File: config.mk
export PLATFORM = sky130hd
export DESIGN_NAME = updown_counter_flat
export DESIGN_NICKNAME = d
export VERILOG_FILES = /design/src/rtl/updown_counter_pkg.sv /design/src/rtl/updown_counter_if.sv /design/src/rtl/updown_counter_core.sv /design/src/rtl/updown_counter.sv /design/src/flat_wrapper.sv
export SDC_FILE = /design/constraint.sdc
export NUM_CORES = 1
export LEC_CHECK = 0
export ABC_AREA = 1
export CORE_MARGIN = 3
export CORE_UTILIZATION = 39
export CTS_CLUSTER_SIZE = 20
export DETAILED_ROUTE_END_ITERATION = 16
export GPL_TIMING_DRIVEN = 0
export MAX_ROUTING_LAYER = met4
export PLACE_DENSITY_LB_ADDON = 0.12
export SKIP_CTS_REPAIR_TIMING = 1
export SLEW_MARGIN = 20
export SYNTH_ARGS = -nofsm -noshare
export SYNTH_HDL_FRONTEND = slang
export SYNTH_HIERARCHICAL = 1
export SYNTH_SLANG_ARGS = --single-unit
File: constraint.sdc
create_clock -name clk -period 2.1 [get_ports clk]
set_clock_uncertainty 0.1 [all_clocks]
set_input_delay 0.525 -clock clk [delete_from_list [all_inputs] [get_ports clk]]
set_output_delay 0.525 -clock clk [all_outputs]
set_load 0.1 [all_outputs]
File: src/rtl/updown_counter_pkg.sv
// updown_counter_pkg
// Shared constants for the up/down counter:
//   WIDTH        counter width, equal to the uo_out width of the wrapper
//   RESET_VALUE  count value loaded by reset
//   *_BIT        bit positions of the control fields inside ui_in
package updown_counter_pkg;

    localparam int unsigned WIDTH = 8;
    localparam logic [WIDTH-1:0] RESET_VALUE = 8'h00;

    localparam int unsigned CNT_EN_BIT  = 0;
    localparam int unsigned UP_DOWN_BIT = 1;
    localparam int unsigned LOAD_BIT    = 2;

endpackage : updown_counter_pkg

File: src/rtl/updown_counter_if.sv
// updown_counter_if
// Pin bundle of the user-project wrapper (everything except clk/rst).
//   ena      design enable, 0 holds the count
//   ui_in    [0] count_en, [1] up_down (1 = up), [2] load, [7:3] unused
//   uo_out   registered count
//   uio_in   parallel-load data
//   uio_out  always 8'h00
//   uio_oe   always 8'h00 (bidirectional pins are inputs only)
// There is no valid/ready handshake on this bundle: the inputs are sampled
// on every rising clk edge and uo_out is valid at all times after reset.
// master: the side driving the inputs (harness); slave: the counter.
interface updown_counter_if;
    import updown_counter_pkg::*;

    logic             ena;
    logic [7:0]       ui_in;
    logic [WIDTH-1:0] uo_out;
    logic [7:0]       uio_in;
    logic [7:0]       uio_out;
    logic [7:0]       uio_oe;

    modport master (
        output ena,
        output ui_in,
        output uio_in,
        input  uo_out,
        input  uio_out,
        input  uio_oe
    );

    modport slave (
        input  ena,
        input  ui_in,
        input  uio_in,
        output uo_out,
        output uio_out,
        output uio_oe
    );

endinterface : updown_counter_if

File: src/rtl/updown_counter_core.sv
// updown_counter_core
// Count register and its next-state mux.
//   clk   clock, rising edge
//   rst   synchronous active-high reset to RESET_VALUE
//   en    update enable; when 0 the register holds
//   load  when en=1: take d instead of counting
//   up    when en=1 and load=0: 1 = increment, 0 = decrement (modulo 2^WIDTH)
//   d     parallel-load data
//   q     current count, straight from the register
module updown_counter_core
    import updown_counter_pkg::*;
(
    input  logic             clk,
    input  logic             rst,
    input  logic             en,
    input  logic             load,
    input  logic             up,
    input  logic [WIDTH-1:0] d,
    output logic [WIDTH-1:0] q
);

    logic [WIDTH-1:0] count_q;
    logic [WIDTH-1:0] count_d;

    // Load beats counting; the +/-1 wraps naturally in WIDTH bits.
    always_comb begin
        count_d = count_q;
        if (en) begin
            if (load) begin
                count_d = d;
            end else if (up) begin
                count_d = count_q + WIDTH'(1);
            end else begin
                count_d = count_q - WIDTH'(1);
            end
        end
    end

    always_ff @(posedge clk) begin
        if (rst) begin
            count_q <= RESET_VALUE;
        end else begin
            count_q <= count_d;
        end
    end

    assign q = count_q;

endmodule : updown_counter_core

File: src/rtl/updown_counter.sv
// updown_counter
// 8-bit synchronous up/down counter in the user-project wrapper pin-out.
//   clk   clock, all state updates on the rising edge
//   rst   synchronous active-high reset, overrides everything
//   bus   wrapper pins (ena, ui_in, uo_out, uio_in, uio_out, uio_oe)
// Priority per edge: rst > ena=0 (hold) > load > count_en (up/down) > hold.
module updown_counter
    import updown_counter_pkg::*;
(
    input  logic              clk,
    input  logic              rst,
    updown_counter_if.slave   bus
);

    logic             core_en;
    logic             core_load;
    logic             core_up;
    logic [WIDTH-1:0] core_q;

    // The core has a single enable, so both "load" and "count" requests
    // open it; ena gates both, which realises the hold-when-disabled rule
    // without touching the clock.
    assign core_en   = bus.ena & (bus.ui_in[LOAD_BIT] | bus.ui_in[CNT_EN_BIT]);
    assign core_load = bus.ui_in[LOAD_BIT];
    assign core_up   = bus.ui_in[UP_DOWN_BIT];

    updown_counter_core u_core (
        .clk  (clk),
        .rst  (rst),
        .en   (core_en),
        .load (core_load),
        .up   (core_up),
        .d    (bus.uio_in[WIDTH-1:0]),
        .q    (core_q)
    );

    assign bus.uo_out  = core_q;
    assign bus.uio_out = 8'h00;
    assign bus.uio_oe  = 8'h00;

    // ui_in[7:3] carry nothing; gathered here so they are visibly ignored.
    logic unused_ui;
    assign unused_ui = &{1'b0, bus.ui_in[7:3]};

endmodule : updown_counter

File: src/flat_wrapper.sv
// flat-port wrapper written by rule: the top's interface ports become plain ports
module updown_counter_flat import updown_counter_pkg::*;
  (clk, rst, bus_ena, bus_ui_in, bus_uio_in, bus_uo_out, bus_uio_out, bus_uio_oe);
  updown_counter_if bus_i ();
  input  logic clk;
  input  logic rst;
  input wire logic [$bits(bus_i.ena)-1:0] bus_ena;
  input wire logic [$bits(bus_i.ui_in)-1:0] bus_ui_in;
  input wire logic [$bits(bus_i.uio_in)-1:0] bus_uio_in;
  output wire logic [$bits(bus_i.uo_out)-1:0] bus_uo_out;
  output wire logic [$bits(bus_i.uio_out)-1:0] bus_uio_out;
  output wire logic [$bits(bus_i.uio_oe)-1:0] bus_uio_oe;
  assign bus_i.ena = bus_ena;
  assign bus_i.ui_in = bus_ui_in;
  assign bus_i.uio_in = bus_uio_in;
  assign bus_uo_out = bus_i.uo_out;
  assign bus_uio_out = bus_i.uio_out;
  assign bus_uio_oe = bus_i.uio_oe;
  updown_counter u_core (.clk(clk), .rst(rst), .bus(bus_i));
endmodule
==> results.sh <==
export IMPL_cts_made_buffers=3
export IMPL_ys_seq_area_share_pct=19.16
export IMPL_worstSetupPathType="register to output port"
export IMPL_routedWlPerCell_um=9.582
export IMPL_die_area_um2=2735
export IMPL_cellLeakagePower_uw=0.0007266
export IMPL_post_route_period_util_pct=97.09
export IMPL_synth_seq_cells=8
export IMPL_rsz0062_at_grt="false"
export IMPL_track_usage_pct=14.90
export IMPL_grt_pass1_vias=697
export IMPL_power_density_nw_per_um2=608.8
export IMPL_largest_reg_flops=8
export IMPL_ant_nets=0
export IMPL_worst_hold_startpoint="u_core/u_core/q[6]$_SDFFE_PP0P_"
export IMPL_max_freq_mhz=490.5
export IMPL_total_power_uw=754.1
export IMPL_path_cells="dlymetal6s2s_1"
export IMPL_r2r_start="u_core/u_core/q[0]$_SDFFE_PP0P_"
export IMPL_coreArea_um2=2002
export IMPL_grt_pass1_wl_mm=2.987
export IMPL_pwr_share_comb_pct=60.3
export IMPL_placementRows=16
export IMPL_synth_distinct_cells=24
export IMPL_clkPwrFrac_pct=15.7
export IMPL_gr_total_overflow=0
export IMPL_routed_via_density=4.448
export IMPL_p_switching_uw=386.6
export IMPL_nets=195
export IMPL_setup_viol=0
export IMPL_synth_area_um2=835.8
export IMPL_cts_root_buf="clkbuf_4"
export IMPL_clock_sinks=8
export IMPL_postPlaceCellArea_um2=1141
export IMPL_rr_worst_depth=5
export IMPL_final_layout_size_suffix_gt1_share_pct=24.55
export IMPL_hold_path_depth=2
export IMPL_intPower_uw=367.5
export IMPL_ir_worst_vdd_v=0.0004195
export IMPL_r2r_end="u_core/u_core/q[4]$_SDFFE_PP0P_"
export IMPL_cp_data_arrival_time_ns=1.41
export IMPL_fin_area_um2=1239
export IMPL_critPathLaunchType="register"
export IMPL_h_tree_depth=1
export IMPL_place_congestion=0.7670
export IMPL_clk_latency_ns=0.25
export IMPL_numPortBuffers=21
export IMPL_clk_pin_slew_ns=0.05
export IMPL_cp_end_kind="output port"
export IMPL_r2r_slack_ns=0.59
export IMPL_cp_max_fo=4
export IMPL_die_x_um=52.30
export IMPL_clockBufferDepth=2
export IMPL_chipHeight_um=52.30
export IMPL_drtPass1Iterations=4
export IMPL_drv_slew=0
export IMPL_seqPwrFrac_pct=24.0
export IMPL_avgSynthCellArea_um2=6.581
export IMPL_cp_top_family="buffers and inverters"
export IMPL_drc=0
export IMPL_crit_slowest_cell="dlymetal6s2s_1"
export IMPL_path_buf_inv=1
export IMPL_dp_hpwl_mm=1.472
export IMPL_hp_class="register to register"
export IMPL_tightest_slew_ns=0.9675
export IMPL_diodes=0
export IMPL_required_ns=1.47
export IMPL_power_switching_share_pct=51.27
export IMPL_final_core_util_pct=61.88
export IMPL_area_growth_pct=48.20
export IMPL_drtIter0Drc=27
export IMPL_initial_utilization_pct=41.75
export IMPL_cts_tree="yes"
export IMPL_grt_max_degree=11
export IMPL_hold_violations=0
export IMPL_ios=43
export IMPL_period_minus_slack_ns=2.039
export IMPL_syn_instance_count=127
export IMPL_antenna_found_initial=0
export IMPL_slowest_delay_ns=0.77
export IMPL_maxCapViolCount=0
export IMPL_routed_wl_mm=1.859
export IMPL_yosysWarningCount=6
export IMPL_relSlewSlack_pct=35.39
export IMPL_vias=863
export IMPL_status="finished, final reports clean"
export IMPL_hold_path_endpoint="u_core/u_core/q[6]$_SDFFE_PP0P_"
[per-stage QoR]
step                      setup WS (ns)  hold WS (ns)  TNS (ns)  cells
after floorplan                -0.01186        0.4867  -0.01186    142
after CTS                       -0.3825        0.3803    -2.634    193
after global routing            0.02442        0.4186         0    194
after global placement          -0.3287        0.3625    -1.798    190
after detailed placement        -0.3464        0.3714    -1.979    190
final                           0.06116        0.3957         0    194
[area by class of cell]
| type | instances | area [µm²] |
|---|---|---|
| Buffer | 17 | 133.9 |
| Multi-Input combinational cell | 100 | 573.1 |
| Inverter | 17 | 81.33 |
| Sequential cell | 8 | 165.2 |
| Tap cell | 27 | 33.78 |
| Clock buffer | 3 | 22.52 |
| Fill cell | 194 | 763.2 |
| Timing Repair Buffer | 22 | 229.0 |
[worst max-delay path by stage]
stage	from	to	slack (ns)	cells after the start
floorplan	u_core/u_core/q[1]$_SDFFE_PP0P_	u_core/u_core/q[3]$_SDFFE_PP0P_	-0.01	8
global placement	bus_ui_in[1]	u_core/u_core/q[7]$_SDFFE_PP0P_	-0.33	10
detailed placement	bus_ui_in[1]	u_core/u_core/q[7]$_SDFFE_PP0P_	-0.35	10
CTS	u_core/u_core/q[0]$_SDFFE_PP0P_	bus_uo_out[0]	-0.38	1
global route	u_core/u_core/q[1]$_SDFFE_PP0P_	bus_uo_out[1]	0.02	1
finish	u_core/u_core/q[1]$_SDFFE_PP0P_	bus_uo_out[1]	0.06	1
[power groups by stage]
stage	registers [µW]	logic [µW]	clock network, µW
2_1_floorplan	271	272	0
4_1_cts	179	438	125
3_3_place_gp	182	433	0
5_1_grt	183	489	132
6_report	181	455	118
3_5_place_dp	182	437	0
[cells by family after synthesis]
family,synth area share (%)
DFF,19.16
and+or+nand+nor,28.30
buffers and inverters,25.30
AOI/OAI and AO/OA,13.32
xor gates and xnor gates,2.096
other,0.4487
adders and majority gates,11.38
[worst min-delay path: stages, from the launching register on]
cell and delay [ns]:
dfxtp_2 0.33, nand2_1 0.06, a21oi_1 0.06
[cell usage in the layout (no fill, tap or decap), drive strengths merged]
cell type	synthesis	routed
dlymetal6s2s	0	7
conb	1	16
clkinvlp	0	1
xor2	1	1
nand4	1	1
clkbuf	1	6
clkdlybuf4s50	0	12
bufinv	1	1
o211ai	1	1
xnor2	1	1
ha	6	6
buf	16	17
fa	1	1
a21oi	14	14
nand3	10	10
dfxtp	8	8
or2	2	2
o21ai	6	6
nor2	10	10
nand2	30	30
nand3b	1	1
inv	16	15
[per-layer routing]
metal	up-vias	wire length [µm]	global-route usage [%]
met3	2	143	2.564
met1	369	754	18.24
met5	-	0	-
li1	460	-	-
met2	32	951	23.35
met4	0	9	7.660
[synthesized netlist by cell type]
library cell  number  area [µm²]
a21oi_1           13       65.06
a21oi_2            1       8.760
buf_4             16       120.1
bufinv_8           1       17.52
clkbuf_8           1       13.76
conb_1             1       3.750
dfxtp_1            8       160.2
fa_1               1       20.02
ha_1               6       75.07
inv_1             14       52.55
inv_2              2       7.510
nand2_1           27       101.4
nand2_2            3       18.77
nand3_1           10       50.05
nand3b_1           1       7.510
nand4_1            1       6.260
nor2_1            10       37.54
o211ai_1           1       7.510
o21ai_0            5       25.02
o21ai_1            1       5.000
or2_0              1       6.260
or2_4              1       8.760
xnor2_1            1       8.760
xor2_1             1       8.760
(Power assumes the default switching activity.)
